File: config.mk
export PLATFORM = sky130hd
export DESIGN_NAME = rgb_hue_sequencer_flat
export DESIGN_NICKNAME = d
export VERILOG_FILES = /design/src/rtl/rgb_hue_sequencer_pkg.sv /design/src/rtl/rgb_hue_sequencer_if.sv /design/src/rtl/rgb_hue_sequencer_tick_prescaler.sv /design/src/rtl/rgb_hue_sequencer.sv /design/src/flat_wrapper.sv
export SDC_FILE = /design/constraint.sdc
export NUM_CORES = 1
export LEC_CHECK = 0
export ABC_AREA = 1
export BUFFER_PORTS_ARGS = -buffer_cell sky130_fd_sc_hd__buf_4
export CAP_MARGIN = 20
export CORE_MARGIN = 2
export CORE_UTILIZATION = 25
export DETAILED_ROUTE_END_ITERATION = 7
export PLACE_DENSITY = 0.5
export SYNTH_ARGS = -nofsm -noshare
export SYNTH_HDL_FRONTEND = slang
export SYNTH_SLANG_ARGS = --single-unit
File: constraint.sdc
create_clock -name clk -period 6.7 [get_ports clk]
set_input_delay 0.67 -clock clk [delete_from_list [all_inputs] [get_ports clk]]
set_output_delay 0.67 -clock clk [all_outputs]
set_load 0.01 [all_outputs]
File: src/rtl/rgb_hue_sequencer_pkg.sv
// Shared definitions for the RGB hue sequencer.
// Holds the colour-wheel segment encoding, the step-pending state type and
// the segment-advance helper used by the sequencer and its neighbours.
package rgb_hue_sequencer_pkg;

  localparam int unsigned SPEED_BITS = 2;
  localparam int unsigned SEG_BITS   = 3;

  // Colour-wheel segments: red->yellow, yellow->green, ... magenta->red
  typedef enum logic [SEG_BITS-1:0] {
    SEG_RY = 3'd0,
    SEG_YG = 3'd1,
    SEG_GC = 3'd2,
    SEG_CB = 3'd3,
    SEG_BM = 3'd4,
    SEG_MR = 3'd5
  } seg_e;

  localparam seg_e SEG_LAST = SEG_MR;

  // A wheel step has been requested by the prescaler but not yet applied
  typedef enum logic {
    PEND_IDLE = 1'b0,
    PEND_SET  = 1'b1
  } pend_e;

  // Next segment around the wheel, wrapping after the last one
  function automatic seg_e seg_next(seg_e s);
    if (s == SEG_LAST) begin
      return SEG_RY;
    end
    return seg_e'(SEG_BITS'(s) + SEG_BITS'(1));
  endfunction

endpackage

File: src/rtl/rgb_hue_sequencer_if.sv
// Control/duty bus between the PWM stage and the hue sequencer.
//   master : drives enable, speed, brightness, period_end; receives duties
//   slave  : the sequencer side
//   enable      wheel advance enable
//   speed       rate select
//   brightness  global scale
//   period_end  PWM final-count strobe
//   duty_r/g/b  channel duty words
//   duty_valid  pulse when duty words reload
//   segment     current wheel segment
interface rgb_hue_sequencer_if
  import rgb_hue_sequencer_pkg::*;
#(
  parameter int unsigned DUTY_BITS = 8
) ();

  logic                  enable;
  logic [SPEED_BITS-1:0] speed;
  logic [DUTY_BITS-1:0]  brightness;
  logic                  period_end;
  logic [DUTY_BITS-1:0]  duty_r;
  logic [DUTY_BITS-1:0]  duty_g;
  logic [DUTY_BITS-1:0]  duty_b;
  logic                  duty_valid;
  logic [SEG_BITS-1:0]   segment;

  modport master (
    output enable, speed, brightness, period_end,
    input  duty_r, duty_g, duty_b, duty_valid, segment
  );

  modport slave (
    input  enable, speed, brightness, period_end,
    output duty_r, duty_g, duty_b, duty_valid, segment
  );

endinterface

File: src/rtl/rgb_hue_sequencer_tick_prescaler.sv
// Wheel-step rate prescaler.
//   clk, reset_n : clock, async active-low reset
//   enable       : count when high, freeze counter when low
//   speed        : terminal count = (TICK_DIV >> speed) - 1
//   tick         : combinational one-cycle step request at terminal count
module tick_prescaler
  import rgb_hue_sequencer_pkg::*;
#(
  parameter int unsigned TICK_DIV = 390625
) (
  input  logic                  clk,
  input  logic                  reset_n,
  input  logic                  enable,
  input  logic [SPEED_BITS-1:0] speed,
  output logic                  tick
);

  localparam int unsigned PRESC_BITS = $clog2(TICK_DIV);

  logic [PRESC_BITS-1:0] presc_q;
  logic [PRESC_BITS-1:0] presc_d;
  logic [31:0]           term;

  // >= rather than == so a faster speed takes effect without a wrap
  always_comb begin
    presc_d = presc_q;
    tick    = 1'b0;
    term    = 32'(TICK_DIV >> speed) - 32'd1;
    if (enable) begin
      if (32'(presc_q) >= term) begin
        tick    = 1'b1;
        presc_d = '0;
      end else begin
        presc_d = presc_q + PRESC_BITS'(1);
      end
    end
  end

  always_ff @(posedge clk or negedge reset_n) begin
    if (!reset_n) begin
      presc_q <= '0;
    end else begin
      presc_q <= presc_d;
    end
  end

endmodule

File: src/rtl/rgb_hue_sequencer.sv
// RGB hue sequencer: walks a six-segment colour wheel and produces scaled
// R/G/B duty words for the PWM channels, reloading only at PWM period end.
//   clk      : system clock
//   reset_n  : async active-low reset
//   bus      : slave side of rgb_hue_sequencer_if (controls in, duties out)
module rgb_hue_sequencer
  import rgb_hue_sequencer_pkg::*;
#(
  parameter int unsigned DUTY_BITS = 8,
  parameter int unsigned TICK_DIV  = 390625
) (
  input  logic                clk,
  input  logic                reset_n,
  rgb_hue_sequencer_if.slave  bus
);

  localparam int unsigned          PROD_BITS = 2 * DUTY_BITS + 1;
  localparam logic [DUTY_BITS-1:0] DUTY_MAX  = {DUTY_BITS{1'b1}};

  typedef struct packed {
    logic [DUTY_BITS-1:0] r;
    logic [DUTY_BITS-1:0] g;
    logic [DUTY_BITS-1:0] b;
  } rgb_t;

  logic                 tick;
  logic                 do_step;
  pend_e                pend_q,  pend_d;
  seg_e                 seg_q,   seg_d;
  logic [DUTY_BITS-1:0] ramp_q,  ramp_d;
  rgb_t                 duty_q,  duty_d;
  logic                 valid_q, valid_d;
  logic [DUTY_BITS-1:0] up;
  logic [DUTY_BITS-1:0] dn;
  rgb_t                 raw;
  rgb_t                 scaled;

  // (v * (br + 1)) >> DUTY_BITS: br = MAX passes v through unchanged
  function automatic logic [DUTY_BITS-1:0] scale(logic [DUTY_BITS-1:0] v,
                                                 logic [DUTY_BITS-1:0] br);
    logic [PROD_BITS-1:0] prod;
    prod = PROD_BITS'(v) * (PROD_BITS'(br) + PROD_BITS'(1));
    return DUTY_BITS'(prod >> DUTY_BITS);
  endfunction

  tick_prescaler #(
    .TICK_DIV (TICK_DIV)
  ) u_prescaler (
    .clk     (clk),
    .reset_n (reset_n),
    .enable  (bus.enable),
    .speed   (bus.speed),
    .tick    (tick)
  );

  // Pending/step next state: ticks coalesce into one step per period end
  always_comb begin
    pend_d  = pend_q;
    seg_d   = seg_q;
    ramp_d  = ramp_q;
    do_step = 1'b0;
    if (bus.period_end) begin
      pend_d  = PEND_IDLE;
      do_step = (pend_q == PEND_SET) || tick;
    end else if (tick) begin
      pend_d  = PEND_SET;
    end
    if (do_step) begin
      if (ramp_q == DUTY_MAX - DUTY_BITS'(1)) begin
        ramp_d = '0;
        seg_d  = seg_next(seg_q);
      end else begin
        ramp_d = ramp_q + DUTY_BITS'(1);
      end
    end
  end

  // Raw colour of the post-step position, so the reload shows this step
  always_comb begin
    up  = ramp_d;
    dn  = DUTY_MAX - ramp_d;
    raw = '0;
    case (seg_d)
      SEG_RY:  begin raw.r = DUTY_MAX; raw.g = up;       raw.b = '0;       end
      SEG_YG:  begin raw.r = dn;       raw.g = DUTY_MAX; raw.b = '0;       end
      SEG_GC:  begin raw.r = '0;       raw.g = DUTY_MAX; raw.b = up;       end
      SEG_CB:  begin raw.r = '0;       raw.g = dn;       raw.b = DUTY_MAX; end
      SEG_BM:  begin raw.r = up;       raw.g = '0;       raw.b = DUTY_MAX; end
      SEG_MR:  begin raw.r = DUTY_MAX; raw.g = '0;       raw.b = dn;       end
      default: raw = '0;
    endcase
  end

  // Brightness scaling, one multiplier per channel
  always_comb begin
    scaled.r = scale(raw.r, bus.brightness);
    scaled.g = scale(raw.g, bus.brightness);
    scaled.b = scale(raw.b, bus.brightness);
  end

  // Output reload on every period end, stepped or not
  always_comb begin
    duty_d  = duty_q;
    valid_d = 1'b0;
    if (bus.period_end) begin
      duty_d  = scaled;
      valid_d = 1'b1;
    end
  end

  always_ff @(posedge clk or negedge reset_n) begin
    if (!reset_n) begin
      pend_q  <= PEND_IDLE;
      seg_q   <= SEG_RY;
      ramp_q  <= '0;
      duty_q  <= '0;
      valid_q <= 1'b0;
    end else begin
      pend_q  <= pend_d;
      seg_q   <= seg_d;
      ramp_q  <= ramp_d;
      duty_q  <= duty_d;
      valid_q <= valid_d;
    end
  end

  assign bus.duty_r     = duty_q.r;
  assign bus.duty_g     = duty_q.g;
  assign bus.duty_b     = duty_q.b;
  assign bus.duty_valid = valid_q;
  assign bus.segment    = SEG_BITS'(seg_q);

endmodule

File: src/flat_wrapper.sv
// flat-port wrapper written by rule: the top's interface ports become plain ports
module rgb_hue_sequencer_flat import rgb_hue_sequencer_pkg::*;
#(
  parameter int unsigned DUTY_BITS = 8,
  parameter int unsigned TICK_DIV  = 390625
)
  (clk, reset_n, bus_enable, bus_speed, bus_brightness, bus_period_end, bus_duty_r, bus_duty_g, bus_duty_b, bus_duty_valid, bus_segment);
  rgb_hue_sequencer_if #(.DUTY_BITS(DUTY_BITS)) bus_i ();
  input  logic clk;
  input  logic reset_n;
  input wire logic [$bits(bus_i.enable)-1:0] bus_enable;
  input wire logic [$bits(bus_i.speed)-1:0] bus_speed;
  input wire logic [$bits(bus_i.brightness)-1:0] bus_brightness;
  input wire logic [$bits(bus_i.period_end)-1:0] bus_period_end;
  output wire logic [$bits(bus_i.duty_r)-1:0] bus_duty_r;
  output wire logic [$bits(bus_i.duty_g)-1:0] bus_duty_g;
  output wire logic [$bits(bus_i.duty_b)-1:0] bus_duty_b;
  output wire logic [$bits(bus_i.duty_valid)-1:0] bus_duty_valid;
  output wire logic [$bits(bus_i.segment)-1:0] bus_segment;
  assign bus_i.enable = bus_enable;
  assign bus_i.speed = bus_speed;
  assign bus_i.brightness = bus_brightness;
  assign bus_i.period_end = bus_period_end;
  assign bus_duty_r = bus_i.duty_r;
  assign bus_duty_g = bus_i.duty_g;
  assign bus_duty_b = bus_i.duty_b;
  assign bus_duty_valid = bus_i.duty_valid;
  assign bus_segment = bus_i.segment;
  rgb_hue_sequencer #(.DUTY_BITS(DUTY_BITS), .TICK_DIV(TICK_DIV)) u_core (.clk(clk), .reset_n(reset_n), .bus(bus_i));
endmodule
### Yosys cells after proc, flatten, opt, wreduce, memory -nomap -nowiden

Index checks and enable logic that the tools add are counted.
Widths: inputs -> output; s select.

* bits in registers: 56
* bits in latches: 0
* bits in writable memories: 0
* ROM bits: 0
* output and inout port bits: 28
* logic and storage cells: 46
* memories kept: 0

* add/subtract/negate cells: 6
* multiply operators: 3
* divide/modulo/power cells: 0
* $lt $le $gt $ge: 1
* equal/unequal tests: 7
* shift-type cells: 1
* multiplexer cells: 17
* bitwise logic cells: 0
* reductions and logical operators: 3

Operators with widths (count)
* $pmux 24 s6: 1
* $mul 8x17->16: 3
* $ge 19x32->1: 1
* $shr 19x2->32 const A: 1
* $sub 32x1->32 const B: 1
* $add 19x1->19 const B: 1
* $mux 19: 1
* $mux 8: 2
* $mux 3: 4
* $add 8x1->9 const B: 1
* $eq 3x3->1 const B: 3
* $mux 1: 9
* $add 8x1->8 const B: 1
* $eq 8x8->1 const B: 1
* $sub 8x8->8 const A: 1
* $eq 3x2->1 const B: 2
* $add 3x1->3 const B: 1
* $eq 3x1->1 const B: 1
* $logic_not 3->1: 1
* $reduce_bool 2->1: 1
* $logic_or 1x1->1: 1

### Depth between registers and ports, before layout

* word-level depth: 14
* depth in mapped cells: 47
* depth with buffers taken out: 45

### Hierarchy

From an unflattened synthesis, not the netlist that was laid out.

* cell total of the unflattened synthesis: 1426
* area total of the unflattened synthesis: 10462.5 µm²

By module, submodules not included
* rgb_hue_sequencer: times used 1, cells each 1214, area each 8837.2 µm²
* tick_prescaler: times used 1, cells each 212, area each 1625.3 µm²

### Least setup slack after synthesis

No wires, ideal clock.

* path type: input to register
* start: input port bus_speed[0]
* end: register u_core.duty_q (netlist bit u_core.bus.duty_b[7])
* library setup time: 0.118 ns
* arrival: 6.942 ns
* required time: 6.582 ns
* path slack: -0.360 ns
* cell stages on the path: 42
* buffers on the path: 2
* path through: inv_1 > ha_1 > xnor2_1 > ha_1 > nand2_1 > inv_1 > nand2_1 > nand2_1 > nand2_1 > nand2_1 > nand2_1 > nand2_1 > nand2_1 > nand2_2 > nand2_4 > nand2_8 > nand2_4 > buf_6 > [... 6 more ...] > nor2_1 > inv_2 > nor3_2 > nor2_1 > fa_1 > fa_1 > fa_1 > inv_1 > fa_1 > inv_1 > ha_1 > a21o_1 > a31oi_1 > nor2_1 > a2111oi_0 > nand3_1 > nand3_1 > nand2_1

* longest elaborated chain between the ends: 11
* elaborated cells between the ends (all ways): 18
* those cells by class: 2 x add/sub; 1 x mul; 1 x order compare; 5 x eq/ne; 1 x shift; 6 x mux; 2 x reduce/logical

RTL lines
* start: declaration: line flat_wrapper.sv:12 `input wire logic [$bits(bus_i.speed)-1:0] bus_speed;`
* $shr 19x2->32 *: line rgb_hue_sequencer_tick_prescaler.sv:28 `term = 32'(TICK_DIV >> speed) - 32'd1;`
* $sub 32x1->32 *: line rgb_hue_sequencer_tick_prescaler.sv:28
* $ge 19x32->1 *: line rgb_hue_sequencer_tick_prescaler.sv:30 `if (32'(presc_q) >= term) begin`
* $mux 1 *: line rgb_hue_sequencer_tick_prescaler.sv:30
* $mux 1 *: line rgb_hue_sequencer_tick_prescaler.sv:29 `if (enable) begin`
* $logic_or 1x1->1 *: line rgb_hue_sequencer.sv:64 `do_step = (pend_q == PEND_SET) || tick;`
* $mux 1 *: line rgb_hue_sequencer.sv:62 `if (bus.period_end) begin`
* $mux 3 *: line rgb_hue_sequencer.sv:68 `if (do_step) begin`
* named net u_core.seg_d[0]: line rgb_hue_sequencer.sv:29 `seg_e seg_q, seg_d;`
* $eq 3x3->1 (tied with other cells): line rgb_hue_sequencer.sv:83 `case (seg_d)`
* $pmux 24 s6 *: line rgb_hue_sequencer.sv:83
* $mul 8x17->16 *: line rgb_hue_sequencer.sv:42 `prod = PROD_BITS'(v) * (PROD_BITS'(br) + PROD_BITS'(1));`
* end signal: assignment: line rgb_hue_sequencer.sv:122 `duty_q <= duty_d;`
* end: declaration: line rgb_hue_sequencer.sv:31 `rgb_t duty_q, duty_d;`

The timed path passes the listed nets; every way through them passes the cells marked *.
A chain may end at the register's enable or synchronous reset.

### Worst setup path in the final report

* start: input port bus_speed[1]
* end: register u_core.duty_q (netlist bit u_core.bus.duty_b[7])

* longest elaborated chain between the ends: 11
* elaborated cells between the ends (all ways): 18
* those cells by class: 2 x add/sub; 1 x mul; 1 x order compare; 5 x eq/ne; 1 x shift; 6 x mux; 2 x reduce/logical

RTL lines
* $shr 19x2->32 *: line rgb_hue_sequencer_tick_prescaler.sv:28
* $sub 32x1->32 *: line rgb_hue_sequencer_tick_prescaler.sv:28
* $ge 19x32->1 *: line rgb_hue_sequencer_tick_prescaler.sv:30
* $mux 1 *: line rgb_hue_sequencer_tick_prescaler.sv:30
* $mux 1 *: line rgb_hue_sequencer_tick_prescaler.sv:29
* $logic_or 1x1->1 *: line rgb_hue_sequencer.sv:64
* $mux 1 *: line rgb_hue_sequencer.sv:62
* $mux 8 *: line rgb_hue_sequencer.sv:68
* named net u_core.ramp_d[5]: line rgb_hue_sequencer.sv:30 `logic [DUTY_BITS-1:0] ramp_q, ramp_d;`
* $sub 8x8->8: line rgb_hue_sequencer.sv:81 `dn = DUTY_MAX - ramp_d;`
* $pmux 24 s6 *: line rgb_hue_sequencer.sv:83
* $mul 8x17->16 *: line rgb_hue_sequencer.sv:42

Marks and branches as above.

==> impl_metrics.ini <==
[routing]
drc = 0
viasPerCell = 4.51
ant_nets = 0
drt_iter0_markers = 451
num_vias = 9638
firstDrtPassIters = 5
wl_per_cell_um = 13.9
drt-total-wl_um = 29600

[setup_path]
cp_slowest_stage_delay_ns = 0.54
arrival_ns = 6.83
required_ns = 6.91
worst_path_most_repeated_cell = nand2_1
path_max_fanout = 7
path_class = input pin to register
worst_setup_path_end_kind = register
cp-start-kind = input pin
crit_buf_inv = 9
critPathTopFamily = adder cells
cpMaxStageDelayCell = fa_1

[placement]
place_congestion = 0.856
portBuffers = 41
dp_slack_ns = -0.665
dp_hpwl_um = 23200

[power]
p_total_mw = 3.38
powerDensity_mw_per_mm2 = 242
total_leakage_power_nw = 7.12
ir_drop_v = 0.000301

[clock_tree]
cts_root_buffer = clkbuf_16
h-tree-depth = 2
clk_pin_slew_ns = 0.08
clk_path_buf_depth = 2
clk_latency_ns = 0.32
cts_tree = built
cts_made_buffers = 5
cts.sinks = 56

[synthesis]
synth.avg_cell_area_um2 = 7.45
synthTopCellsByArea = fa_1 23%, ha_1 15%, dfrtp_1 13%
syn_area_mm2 = 0.0104
yosysTopAreaCell = fa_1
yosysWarnings = 0
synth-edff-count = 0
ys_async_sr_fraction_pct = 100
ys.flop_type = dfrtp_1
syn_inst = 1395
yosysUniqueCellTypes = 54
ys_ff_latch = 56
synth.yosys.seq_area_share_pct = 13.5
synth_top_area_share_pct = 23.1

[final_layout]
final_layout_size_suffix_gt1_share_pct = 29.2
area_growth_pct = 34.1
diodes = 0
fin_util_pct = 34.0
fill_cells = 4320
layout.nets = 1862

[timing]
worst_slew_pin_slew_ns = 0.838
hold_violations = 0
max_slew_margin_pct = 44.1
max_freq_mhz = 151
slew_viol_final = 0
layout_setup_ws_ns = 0.0815
rsz0062_at_grt = yes
min_period_over_period_pct = 98.8
period_needed_ns = 6.62
finalSetupViolCount = 0
finClkSkew_ns = 0.0101

[floorplan]
die_h_um = 208
die_w_um = 208
core-area_mm2 = 0.0409
io_pins = 42
rows = 74
die_area_mm2 = 0.0432
start_util_pct = 25.4

[global_route]
grt_pass1_vias = 9830
grt_max_degree = 57
track_usage_pct = 13.7
grt_overflow_total = 0
grt_pass1_wl_um = 48600
antenna_found_initial = 0

[hold_path]
worstHoldPathType = input pin to asynchronous set/reset pin

[run_status]
outcome = completed

[job]
maxCapViolCount = 0
-- cell usage after synthesis, types with 5 or more instances --
library cell / number
a21oi_1: 40
a221oi_1: 5
a31oi_1: 8
clkbuf_1: 15
dfrtp_1: 56
fa_1: 120
ha_1: 123
inv_1: 269
nand2_1: 271
nand2_2: 9
nand2_4: 7
nand3_1: 66
nand3b_1: 6
nand4_1: 12
nor2_1: 218
nor2_2: 5
nor2_4: 8
nor3_1: 21
nor3_2: 6
nor3b_1: 5
o21ai_0: 26
o21ai_1: 7
xnor2_1: 17
xor2_1: 15
-- registers in the layout, indices dropped and copies added (netlist names) --
| signal | flops |
|---|---|
| u_core.bus.duty_b | 8 |
| u_core.bus.duty_g | 8 |
| u_core.bus.duty_r | 8 |
| u_core.bus.duty_valid | 1 |
| u_core.bus.segment | 3 |
| u_core.pend_q | 1 |
| u_core.ramp_q | 8 |
| u_core.u_prescaler.presc_q | 19 |
-- cell type report --
type	count	area, um^2	area share (%)
multi-input cells	1041	8860	63.6
clock buffers	5	125	0.898
well taps	532	666	4.78
inverters	278	1060	7.61
flip-flops and latches	56	1400	10.1
clock inverters	3	21.3	0.153
repair buffers	223	1790	12.9
-- power breakdown --
part / internal (mW) / switching, mW
Combinational: 1.25 / 1.38
Clock: 0.141 / 0.154
Sequential: 0.407 / 0.0543
-- cell usage in the layout, fill, tap and decap left out, drive strengths merged --
master,count
nand2,289
inv,274
nor2,232
buf,223
ha,123
fa,120
nand3,72
dfrtp,56
a21oi,40
o21ai,36
nor3,29
xnor2,17
xor2,15
nand4,12
a31oi,9
nand3b,6
nor3b,5
a221oi,5
clkbuf,5
clkinv,5
nor4,5
a21o,4
o21bai,4
or2,4
o21a,2
clkinvlp,2
and2,2
conb,2
o211ai,2
a31o,2
and3,1
a21boi,1
a2111oi,1
o22ai,1
-- what timing repair did --
item                       in CTS  in global routing
resized for setup              43                207
buffers inserted                5                 25
hold buffers                    0                  0
gates cloned                    0                  1
pin swaps                      15                 56
setup endpoints to repair      13                 24
-- through the flow --
stage               TNS [ns]  std cells  hold WS (ns)  cell area (um^2)
global placement       -8.06       2099         0.467             12500
CTS                  -0.0732       2112         0.471             12900
floorplan            -0.0685       1396         0.374             10500
detailed placement     -8.81       2099         0.467             12500
global route           -2.89       2138         0.494             13900
finish                     0       2138         0.419             13900
-- metal layers --
layer  share of wire [%]  global-route usage [%]  vias up
met4                 1.5                    2.91        0
met3                 2.5                    1.29       32
met2                  49                    23.9      139
met5                   0                       0        -
li1                    -                       -     4730
met1                  47                    18.3     4737
-- cells by family (layout without fill, tap and decap cells) --
family / count (synthesis) / after routing / synth area share (%)
DFF: 56 / 56 / 13.5
adders and majority gates: 243 / 243 / 37.9
xor gates and xnor gates: 32 / 32 / 2.70
AOI/OAI and AO/OA: 107 / 107 / 6.09
buffers and inverters: 300 / 509 / 11.1
and+or+nand+nor: 656 / 657 / 28.6
other: 1 / 2 / 0.0361
-- final timing paths --
path,start,depth (start not counted),to,slack [ns]
hold reg to reg,u_core.bus.duty_b[5],2,u_core.bus.duty_b[5],0.49
max in group asynchronous,reset_n,1,u_core.bus.duty_b[7],5.69
min in group clk,u_core.bus.duty_b[5],2,u_core.bus.duty_b[5],0.49
setup reg to reg,u_core.u_prescaler.presc_q[10],35,u_core.bus.duty_b[7],0.41
hold / removal,reset_n,1,u_core.bus.duty_r[7],0.42
setup / recovery,bus_speed[1],39,u_core.bus.duty_b[7],0.08
Power figures use the tool's default switching activity.
